--- src/rtl/rf_wb_pkg.sv ---
// Shared defaults and source encoding for the register-file writeback arbiter.
package rf_wb_pkg;

    localparam int RF_DATA_WIDTH = 32;
    localparam int RF_ADDR_WIDTH = 5;
    localparam int RF_ADDR_DEPTH = 32;

    typedef enum logic {
        SRC_ALU = 1'b0,
        SRC_LD  = 1'b1
    } wb_src_e;

endpackage

--- src/rtl/rf_wb_scoreboard.sv ---
// Pending-write scoreboard: one busy bit per architectural register, x0 never busy.
module rf_wb_scoreboard
    import rf_wb_pkg::*;
#(
    parameter int ADDR_DEPTH = RF_ADDR_DEPTH,
    parameter int ADDR_WIDTH = RF_ADDR_WIDTH
) (
    input  logic                  clk,
    input  logic                  rst,
    input  logic                  clr_en_i,
    input  logic [ADDR_WIDTH-1:0] clr_rd_i,
    input  logic                  set_en_i,
    input  logic [ADDR_WIDTH-1:0] set_rd_i,
    output logic [ADDR_DEPTH-1:0] busy_o
);

    logic [ADDR_DEPTH-1:0] busy_q, busy_d;

    // Set is applied after clear so a new reservation survives a same-cycle commit.
    always_comb begin
        busy_d = busy_q;
        if (clr_en_i) busy_d[clr_rd_i] = 1'b0;
        if (set_en_i) busy_d[set_rd_i] = 1'b1;
        busy_d[0] = 1'b0;
    end

    always_ff @(posedge clk) begin
        if (rst) busy_q <= '0;
        else     busy_q <= busy_d;
    end

    assign busy_o = busy_q;

endmodule

--- src/rtl/rf_writeback_arbiter.sv ---
// Merges ALU and load writebacks into one registered RF write port with load anti-starvation.
// Optional read-forwarding ports are built when RF_WB_BYPASS_EN is defined.
module rf_writeback_arbiter
    import rf_wb_pkg::*;
#(
    parameter int DATA_WIDTH = RF_DATA_WIDTH,
    parameter int ADDR_DEPTH = RF_ADDR_DEPTH,
    parameter int ADDR_WIDTH = RF_ADDR_WIDTH,
    parameter int MAX_WAIT   = 3
) (
    input  logic                  clk,
    input  logic                  rst,
    input  logic                  alu_valid,
    output logic                  alu_ready,
    input  logic [ADDR_WIDTH-1:0] alu_rd,
    input  logic [DATA_WIDTH-1:0] alu_data,
    input  logic                  ld_valid,
    output logic                  ld_ready,
    input  logic [ADDR_WIDTH-1:0] ld_rd,
    input  logic [DATA_WIDTH-1:0] ld_data,
    input  logic                  rsv_valid,
    input  logic [ADDR_WIDTH-1:0] rsv_rd,
`ifdef RF_WB_BYPASS_EN
    input  logic [ADDR_WIDTH-1:0] A1,
    input  logic [ADDR_WIDTH-1:0] A2,
    output logic                  fwd_hit1,
    output logic                  fwd_hit2,
    output logic [DATA_WIDTH-1:0] fwd_data1,
    output logic [DATA_WIDTH-1:0] fwd_data2,
`endif
    output logic                  WE3,
    output logic [ADDR_WIDTH-1:0] A3,
    output logic [DATA_WIDTH-1:0] WD3,
    output logic [ADDR_DEPTH-1:0] busy
);

    localparam int WCW = $clog2(MAX_WAIT + 1);

    logic [WCW-1:0]        wcnt_q, wcnt_d;
    logic                  we3_q, we3_d;
    logic [ADDR_WIDTH-1:0] a3_q, a3_d;
    logic [DATA_WIDTH-1:0] wd3_q, wd3_d;
    logic                  starve, alu_xfer, ld_xfer;
    wb_src_e               src;

    // Ready depends only on valids and the starve flag, never on data.
    assign starve    = (wcnt_q == WCW'(MAX_WAIT));
    assign alu_ready = !starve;
    assign ld_ready  = starve || !alu_valid;
    assign alu_xfer  = alu_valid && alu_ready;
    assign ld_xfer   = ld_valid && ld_ready;
    assign src       = alu_xfer ? SRC_ALU : SRC_LD;

    always_comb begin
        we3_d  = 1'b0;
        a3_d   = a3_q;
        wd3_d  = wd3_q;
        wcnt_d = wcnt_q;
        if (alu_xfer || ld_xfer) begin
            a3_d  = (src == SRC_ALU) ? alu_rd   : ld_rd;
            wd3_d = (src == SRC_ALU) ? alu_data : ld_data;
            we3_d = (a3_d != '0);
        end
        // Starve pins ld_ready high, so the counter cannot run past MAX_WAIT.
        if (ld_xfer)                    wcnt_d = '0;
        else if (ld_valid && !ld_ready) wcnt_d = wcnt_q + 1'b1;
    end

    always_ff @(posedge clk) begin
        if (rst) begin
            we3_q  <= 1'b0;
            a3_q   <= '0;
            wd3_q  <= '0;
            wcnt_q <= '0;
        end else begin
            we3_q  <= we3_d;
            a3_q   <= a3_d;
            wd3_q  <= wd3_d;
            wcnt_q <= wcnt_d;
        end
    end

    rf_wb_scoreboard #(
        .ADDR_DEPTH (ADDR_DEPTH),
        .ADDR_WIDTH (ADDR_WIDTH)
    ) u_sb (
        .clk      (clk),
        .rst      (rst),
        .clr_en_i (we3_q),
        .clr_rd_i (a3_q),
        .set_en_i (rsv_valid && (rsv_rd != '0)),
        .set_rd_i (rsv_rd),
        .busy_o   (busy)
    );

    assign WE3 = we3_q;
    assign A3  = a3_q;
    assign WD3 = wd3_q;

`ifdef RF_WB_BYPASS_EN
    // Covers the commit cycle, when the RF read still returns the old value.
    assign fwd_hit1  = we3_q && (A1 == a3_q) && (A1 != '0);
    assign fwd_hit2  = we3_q && (A2 == a3_q) && (A2 != '0);
    assign fwd_data1 = wd3_q;
    assign fwd_data2 = wd3_q;
`endif

endmodule

--- config.mk ---
export PLATFORM = sky130hd
export DESIGN_NAME = rf_writeback_arbiter
export DESIGN_NICKNAME = d
export VERILOG_FILES = /design/src/rtl/rf_wb_pkg.sv /design/src/rtl/rf_wb_scoreboard.sv /design/src/rtl/rf_writeback_arbiter.sv
export SDC_FILE = /design/constraint.sdc
export NUM_CORES = 1
export LEC_CHECK = 0
export CAP_MARGIN = 25
export CELL_PAD_IN_SITES_DETAIL_PLACEMENT = 1
export CELL_PAD_IN_SITES_GLOBAL_PLACEMENT = 1
export CORE_MARGIN = 10
export CORE_UTILIZATION = 27
export DETAILED_ROUTE_END_ITERATION = 16
export GPL_TIMING_DRIVEN = 0
export PLACE_DENSITY = 0.73
export SLEW_MARGIN = 30
export SYNTH_ARGS = -nofsm -noshare
export SYNTH_HDL_FRONTEND = slang
export SYNTH_SLANG_ARGS = --single-unit
--- constraint.sdc ---
create_clock -name clk -period 1.2 [get_ports clk]
set_input_delay 0.24 -clock clk [delete_from_list [all_inputs] [get_ports clk]]
set_output_delay 0.24 -clock clk [all_outputs]
set_load 0.05 [all_outputs]
==> results of run 1 <==
per-layer routing:
layer	wire [µm]	vias to the layer above	share of wire (%)
met4	257	0	1.8
met1	5690	1606	41
met3	585	16	4.2
li1	-	1588	-
met2	7380	81	53
met5	0	-	0
cells by family after synthesis:
kind of cell / after synthesis / share of synthesized area [%]
DFF: 71 / 42.6
and+or+nand+nor: 106 / 18.1
muxes: 37 / 11.1
AOI/OAI and AO/OA: 101 / 22.3
other: 1 / 0.112
buffers and inverters: 24 / 5.44
adders and majority gates: 1 / 0.375
placed cells by master (no fill, tap or decap), types with 6 or more instances in the layout:
| cell | netlist | routed |
|---|---|---|
| a211oi_2 | 29 | 29 |
| nor2b_1 | 26 | 26 |
| nor2_2 | 0 | 12 |
| a211oi_1 | 8 | 8 |
| buf_12 | 0 | 6 |
| o21ai_1 | 35 | 32 |
| buf_2 | 7 | 28 |
| nand3b_1 | 9 | 9 |
| dfxtp_1 | 71 | 63 |
| clkbuf_4 | 0 | 29 |
| buf_4 | 6 | 28 |
| buf_6 | 8 | 12 |
| clkbuf_16 | 0 | 9 |
| nor2_1 | 40 | 28 |
| o21ai_2 | 0 | 12 |
| clkdlybuf4s50_1 | 0 | 77 |
| mux2i_1 | 37 | 37 |
| o21ai_0 | 27 | 18 |
worst register-to-register path, delay by kind of cell (launching register included):
kind	cells	cell delay, ns
buf+inv	4	0.58
flops	1	0.33
simple gates	2	0.27
fa+ha+maj	1	0.17
compound gates	1	0.05
power breakdown:
group / leakage, µW / switching (µW) / internal, µW
combinational: 0.00158 / 899 / 683
sequential: 0.000587 / 77.1 / 2470
clock: 0.000138 / 1070 / 1510
cell type report:
class | count | area share, %
clock inverters | 5 | 0.560
multi-input cells | 246 | 33.9
plain buffers | 22 | 4.06
repair buffers | 169 | 27.2
flip-flops and latches | 71 | 25.8
diodes | 1 | 0.0448
inverters | 2 | 0.179
well taps | 168 | 3.76
clock buffers | 11 | 4.53
per-stage QoR:
stage               worst slack [ns]  cells  area, µm²
global placement               -1.05    662       5140
CTS                           -0.519    685       5290
finish                        -0.517    695       5580
floorplan                    -0.0599    341       3400
detailed placement             -1.05    662       5140
global route                  -0.565    695       5580
state kept, by name, summed over array words and instances (netlist names):
signal       flops
WD3             32
WE3              1
u_sb.busy_o     31
wcnt_q           2
A3               5
worst max path at each step:
| stage | from | end | slack (ns) |
|---|---|---|---|
| 6_report | wcnt_q[1]$_SDFFE_PP0P_ | ld_ready | -0.52 |
| 5_1_grt | wcnt_q[0]$_SDFFE_PP0P_ | ld_ready | -0.57 |
| 4_1_cts | wcnt_q[0]$_SDFFE_PP0P_ | ld_ready | -0.52 |
| 3_5_place_dp | alu_valid | ld_ready | -1.05 |
| 3_3_place_gp | alu_valid | ld_ready | -1.05 |
| 2_1_floorplan | A3[2]$_SDFFE_PP0P_ | u_sb.busy_o[7]$_SDFF_PP0_ | -0.06 |
what timing repair did:
| item | in CTS | in global routing |
|---|---|---|
| gates resized for setup | 404 | 81 |
| pin swaps | 1 | 7 |
| setup endpoints to repair | 138 | 97 |
| hold buffers | 0 | 0 |
| hold endpoints to repair | 0 | 0 |
| cloned | 0 | 0 |
| buffers inserted | 7 | 9 |
==> summary.txt, run 1 <==
DRC violations left: 0
Die X: 131 µm
drt first pass iters: 4
reg2reg start: wcnt_q[1]$_SDFFE_PP0P_
number of distinct library cells after synthesis: 32
max frequency: 583 MHz
CP required: 0.96 ns
synth-to-layout area growth: 67.3%
final setup fails: 51
fraction of layout cells with a size suffix above 1: 38.4%
vias in the first global route: 3526
most instantiated cells after synthesis: dfxtp_1, nor2_1, mux2i_1
setup_tns: -10.54 ns
VDD IR-drop max: 0.509 mV
startpoint types: register
Yosys top cell by area: dfxtp_1
Die Y: 131 µm
Hold EP: WD3[4]$_SDFFE_PP0P_
Power Density: 1200 nW/µm²
number of top-level pins: 156
crit-path most repeated cell: buf_12
data arrival time of the worst path: 1.48 ns
Setup Skew: 0.00664 ns
asr flop ratio synth: 0%
CP top delay family: buffers and inverters
failing checks: negative setup slack
Pleak: 0.00231 µW
total power: 6710 µW
met3 usage: 3.20%
RSZ-0062 raised after global routing: true
critical path depth: 6
register area: 1440 µm²
Worst Slack Setup Final: -0.517 ns
Worst Setup Path Type: register to output port
met2 usage: 27.9%
clk_lat worst skew: 0.34 ns
area of the multi-input gates: 1890 µm²
clock-pin slew on the worst setup and hold paths: 0.06 ns
crit path max fanout: 5
CTS tree: done
outcome: complete, but fails checks
crit-path cells: ha_4, nor2b_4, inv_2, buf_8, buf_12, buf_12
initial DRC count: 99
WL per Instance: 20.0 µm
worst hold start: ld_valid
# clock sinks: 71
synthesized area: 3340 µm²
Yosys warnings: 0
Critical Path Max Stage Delay: 0.33 ns
die area: 17200 µm²
post-DP HPWL: 10.5 mm
post-synthesis register bit count: 71
IO buf count: 153
clk root buf: clkbuf_16
Synth Area per Inst: 9.79 µm²
starting density of the core: 27.7%
Hold Violations, Final: 0
register area share after synthesis: 42.6%
H-tree depth: 3
reg2reg path depth: 8
Post-synth EDFFs: 0
Layout Nets: 606
routed wire length: 13.9 mm
crit end category: output port
fillers: 1364
reg2reg setup slack: -0.31 ns
Final Util: 46.3%
post-synth top area share: 42.6%
Mapped Nets: 426
initial antenna violation count: 1
max cap viols: 0
ANT nets after route: 0
largest net degree at the start of global routing: 13
first-pass GRT wire length: 21.1 mm
vias per inst: 4.74
row count: 40
Crit Reg-Reg Endpoint: WD3[26]$_SDFFE_PP0P_
Fin Hold WS: 0.326 ns
grt met1 use: 17.4%
leading cell type by number of instances after synthesis: dfxtp_1
Total GRT Usage: 15.5%
gr busiest metal: met2
Mapped Cells: 341
Top FF cell, synth: dfxtp_1
Tmin final: 1.72 ns
Vias: 3291
CP bufs+invs: 4
CTS max path bufs: 2
path type of the worst min-delay path: primary input to register
fin. max-slew vios: 0
Core Region: 12100 µm²
period utilisation layout: 143%
CTS Buf Count: 9
total gr overflow: 0
CP max-delay cell: dfxtp_2
top cells by area, synth: dfxtp_1, mux2i_1, a211oi_2, o21ai_1, nor2b_1
hold path depth: 3
GPL Wtd Cong: 0.770
(Power assumes the default switching activity.)
==> run 2, diff against run 1 <==
--- a/config.mk
+++ b/config.mk
@@ -9,11 +9,10 @@
 export CELL_PAD_IN_SITES_DETAIL_PLACEMENT = 1
 export CELL_PAD_IN_SITES_GLOBAL_PLACEMENT = 1
 export CORE_MARGIN = 10
-export CORE_UTILIZATION = 27
+export CORE_UTILIZATION = 30
 export DETAILED_ROUTE_END_ITERATION = 16
 export GPL_TIMING_DRIVEN = 0
-export PLACE_DENSITY = 0.73
-export SLEW_MARGIN = 30
+export PLACE_DENSITY = 0.77
 export SYNTH_ARGS = -nofsm -noshare
 export SYNTH_HDL_FRONTEND = slang
 export SYNTH_SLANG_ARGS = --single-unit
==> constraint.sdc (replaced) <==
create_clock -name clk -period 1.63 [get_ports clk]
set_input_delay 0.326 -clock clk [delete_from_list [all_inputs] [get_ports clk]]
set_output_delay 0.326 -clock clk [all_outputs]
set_load 0.1 [all_outputs]
==> run 2 against run 1 <==
  * The run still ends with negative setup slack left
  * Critical endpoint unchanged
  * Die area decreased by 8.5%
  * Clock skew up 0.0054 ns
  * Cell area fell by 5.1%
  * Critical path depth decreased by 2
  * Cell count down 6.2%
  * Worst setup slack gained 0.47 ns
  * Register-to-register slack improved by 0.38 ns
==> summary.txt, run 2 (same netlist as run 1, synthesis figures left out) <==
outcome: complete, but fails checks (unchanged)
failing checks: negative setup slack (unchanged)
number of top-level pins: 156 (unchanged)
Power Density: 928 nW/µm² (was 1200 nW/µm²)
CTS Hold Bufs: 0 (unchanged)
Setup Skew: 0.0121 ns (was 0.00664 ns)
critical path depth: 4 (was 6)
commonest non-fill, non-tap cell in the layout: clkdlybuf4s50_1 (unchanged)
Crit Reg-Reg Endpoint: WD3[23]$_SDFFE_PP0P_ (was WD3[26]$_SDFFE_PP0P_)
area of the multi-input gates: 1750 µm² (was 1890 µm²)
CP startpoint: wcnt_q[1]$_SDFFE_PP0P_ (unchanged)
Cell Count Post-Placement: 634 (was 662)
total gr overflow: 0 (unchanged)
H-tree depth: 3 (unchanged)
reg2reg setup slack: 0.07 ns (was -0.31 ns)
Die Y: 125 µm (was 131 µm)
Tmin final: 1.68 ns
final setup fails: 1 (was 51)
worst hold start: ld_valid (unchanged)
DRC violations left: 0 (unchanged)
Worst Slack Setup Final: -0.0512 ns (was -0.517 ns)
crit path max fanout: 3 (was 5)
Die X: 125 µm (was 131 µm)
CTS max path bufs: 2 (unchanged)
clk_lat worst skew: 0.36 ns (was 0.34 ns)
WL per Instance: 20.1 µm (was 20.0 µm)
row count: 38 (was 40)
ANT nets after route: 0 (unchanged)
CTS tree: done (unchanged)
total power: 4920 µW (was 6710 µW)
crit-path cells: ha_4, nor2b_4, clkinv_8, buf_12 (was ha_4, nor2b_4, inv_2, buf_8, buf_12, buf_12)
drt first pass iters: 4 (unchanged)
max cap viols: 0 (unchanged)
GPL Wtd Cong: 0.768 (was 0.770)
Final Util: 48.7% (was 46.3%)
antenna cell count: 0 (was 1)
clock-pin slew on the worst setup and hold paths: 0.08 ns (was 0.06 ns)
clk root buf: clkbuf_8 (was clkbuf_16)
Non-Filler Instances: 652 (was 695)
CP max-delay cell: dfxtp_2 (unchanged)
VDD IR-drop max: 0.513 mV (was 0.509 mV)
reg2reg path depth: 7 (was 8)
setup_tns: -0.0512 ns (was -10.54 ns)
starting density of the core: 30.6% (was 27.7%)
CTS Buf Count: 9 (unchanged)
Pleak: 0.00204 µW (was 0.00231 µW)
Total GRT Usage: 15.7% (was 15.5%)
routed wire length: 13.1 mm (was 13.9 mm)
RSZ-0062 raised after global routing: true (unchanged)
IO buf count: 153 (unchanged)
Least-Margin Pin Slew: 0.565 ns
max FFs per register: 32 (unchanged)
fillers: 1238 (was 1364)
fin. max-slew vios: 0 (unchanged)
CP top delay family: flip-flops (was buffers and inverters)
vias in the first global route: 3471 (was 3526)
Vias: 3243 (was 3291)
CP required: 1.30 ns (was 0.96 ns)
data arrival time of the worst path: 1.36 ns (was 1.48 ns)
# clock sinks: 71 (unchanged)
register area: 1430 µm² (was 1440 µm²)
synth-to-layout area growth: 58.8% (was 67.3%)
post-DP HPWL: 10.3 mm (was 10.5 mm)
startpoint types: register (unchanged)
CP bufs+invs: 2 (was 4)
die area: 15700 µm² (was 17200 µm²)
period utilisation layout: 103%
Worst Setup EP: ld_ready (unchanged)
reg2reg start: wcnt_q[1]$_SDFFE_PP0P_ (unchanged)
path type of the worst min-delay path: primary input to register (unchanged)
slew margin rel.: 62.5%
vias per inst: 4.97 (was 4.74)
initial DRC count: 127 (was 99)
Layout Nets: 592 (was 606)
Hold Violations, Final: 0 (unchanged)
fraction of layout cells with a size suffix above 1: 30.3% (was 38.4%)
initial antenna violation count: 0 (was 1)
largest net degree at the start of global routing: 20 (was 13)
max frequency: 595 MHz
crit end category: output port (unchanged)
most frequent cells in the layout: clkdlybuf4s50_1, dfxtp_1, nor2_1 (was clkdlybuf4s50_1, dfxtp_1, mux2i_1)
Critical Path Max Stage Delay: 0.34 ns (was 0.33 ns)
Worst Setup Path Type: register to output port (unchanged)
first-pass GRT wire length: 19.9 mm (was 21.1 mm)
Core Region: 10900 µm² (was 12100 µm²)
run 2: layout make-up:
| class | count | share of cell area (%) |
|---|---|---|
| inverter | 2 | 0.378 |
| buffer | 20 | 2.86 |
| timing repair buffer | 156 | 28.8 |
| multi-input combinational | 246 | 33.1 |
| clock inverter | 5 | 1.51 |
| timing repair inverter | 1 | 0.165 |
| sequential | 71 | 27.0 |
| tap | 140 | 3.31 |
| clock buffer | 11 | 2.86 |
run 2: worst reg2reg max path, stage by stage, from the launching register on:
cell,delay (ns)
dfxtp_2,0.34
ha_4,0.17
nor2b_4,0.23
clkinv_8,0.09
buf_4,0.19
buf_2,0.20
nor2_1,0.16
a211oi_2,0.06
run 2: worst min path at each step:
stage                              to  slack [ns]  cells after the start
2_1_floorplan  wcnt_q[1]$_SDFFE_PP0P_        0.45                      2
6_report          WD3[3]$_SDFFE_PP0P_        0.41                      3
3_3_place_gp   wcnt_q[1]$_SDFFE_PP0P_        0.46                      2
5_1_grt           WD3[3]$_SDFFE_PP0P_        0.41                      3
3_5_place_dp   wcnt_q[1]$_SDFFE_PP0P_        0.48                      2
4_1_cts           WD3[3]$_SDFFE_PP0P_        0.40                      3
run 2: per-stage QoR:
step	instance area, µm²	hold WS [ns]	setup WS, ns
after floorplan	3340	0.449	0.160
after global placement	5050	0.460	-1.18
after detailed placement	5050	0.477	-1.20
after CTS	5360	0.398	-0.155
after global routing	5300	0.411	-0.103
final	5300	0.407	-0.0512
run 2: timing repair:
item                                    CTS  global route
endpoints found under the setup margin   71            44
pin swaps                                 1             0
gates cloned                              0             1
resized for setup                       243            55
setup buffers                             1             2
run 2: power by group:
part / switching (µW) / leakage (µW) / total [µW] / internal (µW)
clock: 711 / 0.000112 / 1650 / 943
combinational: 935 / 0.00135 / 1380 / 446
sequential: 64.2 / 0.000586 / 1880 / 1820
total: 1710 / 0.00204 / 4920 / 3210
run 2: metal layers:
layer	part of all wire (%)	global-route usage, %	up-vias
li1	-	-	1551
met1	39	16.8	1594
met2	54	28.9	86
met3	5.8	4.94	12
met4	1.1	3.79	0
met5	0	0	-
==> run 3, diff against run 2 <==
--- a/config.mk
+++ b/config.mk
@@ -13,6 +13,7 @@
 export DETAILED_ROUTE_END_ITERATION = 16
 export GPL_TIMING_DRIVEN = 0
 export PLACE_DENSITY = 0.77
+export RECOVER_POWER = 50
 export SYNTH_ARGS = -nofsm -noshare
 export SYNTH_HDL_FRONTEND = slang
 export SYNTH_SLANG_ARGS = --single-unit
==> run 3 against run 2 <==
  * The run still ends with negative setup slack left
  * Critical path depth unchanged
  * Core utilization about the same
  * First-iteration DRC count decreased by 0.79%
  * Critical path type unchanged
  * Critical endpoint unchanged
==> summary.txt, run 3 (same netlist as run 1, synthesis figures left out) <==
initial DRC count: 126 (was 127)
max cap viols: 0 (unchanged)
Non-Filler Instances: 652 (unchanged)
Hold Violations, Final: 0 (unchanged)
Cell Count Post-Placement: 634 (unchanged)
GPL Wtd Cong: 0.768 (unchanged)
first-pass GRT wire length: 19.9 mm (unchanged)
crit path max fanout: 3 (unchanged)
largest net degree at the start of global routing: 20 (unchanged)
Die Y: 125 µm (unchanged)
vias per inst: 4.99 (was 4.97)
commonest non-fill, non-tap cell in the layout: clkdlybuf4s50_1 (unchanged)
fillers: 1239 (was 1238)
outcome: complete, but fails checks (unchanged)
path type of the worst min-delay path: primary input to register (unchanged)
Layout Nets: 592 (unchanged)
period utilisation layout: 103% (about the same)
crit end category: output port (unchanged)
CP startpoint: wcnt_q[1]$_SDFFE_PP0P_ (unchanged)
antenna cell count: 0 (unchanged)
failing checks: negative setup slack (unchanged)
Worst Slack Setup Final: -0.0512 ns (about the same)
row count: 38 (unchanged)
Die X: 125 µm (unchanged)
initial antenna violation count: 0 (unchanged)
vias in the first global route: 3471 (unchanged)
reg2reg start: wcnt_q[1]$_SDFFE_PP0P_ (unchanged)
Power Density: 929 nW/µm² (was 928 nW/µm²)
routed wire length: 13.1 mm (unchanged)
total gr overflow: 0 (unchanged)
DRC violations left: 0 (unchanged)
CP required: 1.30 ns (about the same)
Critical Path Max Stage Delay: 0.34 ns (about the same)
fraction of layout cells with a size suffix above 1: 30.3% (unchanged)
synth-to-layout area growth: 58.7% (was 58.8%)
post-DP HPWL: 10.3 mm (unchanged)
Least-Margin Pin Slew: 0.565 ns (unchanged)
reg2reg setup slack: 0.07 ns (about the same)
fin. max-slew vios: 0 (unchanged)
Vias: 3254 (was 3243)
CP max-delay cell: dfxtp_2 (unchanged)
Worst Setup Path Type: register to output port (unchanged)
Pleak: 0.00205 µW (was 0.00204 µW)
reg2reg path depth: 7 (unchanged)
CTS tree: done (unchanged)
Setup Skew: 0.0109 ns (was 0.0121 ns)
clk root buf: clkbuf_8 (unchanged)
design area: 5300 µm² (about the same)
CTS Buf Count: 9 (unchanged)
number of top-level pins: 156 (unchanged)
IO buf count: 153 (unchanged)
Total GRT Usage: 15.7% (unchanged)
starting density of the core: 30.6% (unchanged)
die area: 15700 µm² (unchanged)
Crit Reg-Reg Endpoint: WD3[23]$_SDFFE_PP0P_ (unchanged)
crit-path cells: ha_4, nor2b_4, clkinv_8, buf_12 (unchanged)
area of the multi-input gates: 1750 µm² (unchanged)
max FFs per register: 32 (unchanged)
VDD IR-drop max: 0.514 mV (was 0.513 mV)
Worst Setup EP: ld_ready (unchanged)
H-tree depth: 3 (unchanged)
startpoint types: register (unchanged)
Core Region: 10900 µm² (unchanged)
CTS max path bufs: 2 (unchanged)
slew margin rel.: 62.5% (unchanged)
max frequency: 595 MHz (about the same)
Tmin final: 1.68 ns (about the same)
clk_lat worst skew: 0.36 ns (about the same)
clock-pin slew on the worst setup and hold paths: 0.08 ns (about the same)
data arrival time of the worst path: 1.36 ns (about the same)
most frequent cells in the layout: clkdlybuf4s50_1, dfxtp_1, nor2_1 (unchanged)
register area: 1430 µm² (unchanged)
drt first pass iters: 4 (unchanged)
WL per Instance: 20.1 µm (unchanged)
final setup fails: 1 (unchanged)
RSZ-0062 raised after global routing: true (unchanged)
placed standard-cell area: 5050 µm² (unchanged)
ANT nets after route: 0 (unchanged)
# clock sinks: 71 (unchanged)
==> run 3: where the power goes <==
group          internal, µW  leakage, µW  total (µW)  switching (µW)
Sequential             1820     0.000586        1880            63.7
Combinational           445      0.00135        1380             934
Clock                   943     0.000112        1660             713
Total                  3210      0.00205        4920            1710
==> run 3: critical path, delay by kind of cell (launching register included) <==
kind                       cells  cell delay [ns]
adders and majority gates      1             0.17
buffers and inverters          2             0.25
DFF                            1             0.34
and+or+nand+nor                1             0.23
==> run 3: worst min path at each step <==
stage                                       from                     end  depth (start not counted)
after CTS                               ld_valid     WD3[3]$_SDFFE_PP0P_                          3
after floorplan           wcnt_q[1]$_SDFFE_PP0P_  wcnt_q[1]$_SDFFE_PP0P_                          2
after detailed placement  wcnt_q[1]$_SDFFE_PP0P_  wcnt_q[1]$_SDFFE_PP0P_                          2
final                                   ld_valid     WD3[3]$_SDFFE_PP0P_                          3
after global placement    wcnt_q[1]$_SDFFE_PP0P_  wcnt_q[1]$_SDFFE_PP0P_                          2
after global routing                    ld_valid     WD3[3]$_SDFFE_PP0P_                          3
==> run 3: what timing repair did <==
action	4_1_cts	5_1_grt
endpoints found under the setup margin	71	44
buffers inserted	1	2
gates resized for setup	243	55
cloned	0	1
pin swaps	1	0
hold buffers	0	0
==> run 3: metrics by stage <==
| step | hold slack, ns | total power (µW) | utilization (%) | setup slack [ns] | TNS, ns |
|---|---|---|---|---|---|
| final | 0.408 | 4920 | 48.6 | -0.0512 | -0.0512 |
| after global routing | 0.411 | 5100 | 48.6 | -0.103 | -0.166 |
| after CTS | 0.398 | 4960 | 49.3 | -0.155 | -0.155 |
| after detailed placement | 0.477 | 3330 | 46.4 | -1.20 | -18.38 |
| after global placement | 0.460 | 3310 | 46.4 | -1.18 | -16.32 |
| after floorplan | 0.449 | 2840 | - | 0.160 | 0 |
==> run 3: cell type report <==
| cell class | count | area share (%) |
|---|---|---|
| well taps | 140 | 3.31 |
| clock inverters | 5 | 1.51 |
| clock buffers | 11 | 2.86 |
| repair buffers | 156 | 28.8 |
| repair inverters | 1 | 0.165 |
| flip-flops and latches | 71 | 27.0 |
| plain buffers | 20 | 2.81 |
| inverters | 2 | 0.378 |
| multi-input cells | 246 | 33.1 |
==> run 3: metal layers <==
metal	part of all wire, %	global-route usage [%]	vias to the layer above
met3	5.6	4.94	10
li1	-	-	1554
met4	1.1	3.79	0
met5	0	0	-
met1	39	16.8	1599
met2	54	28.9	91
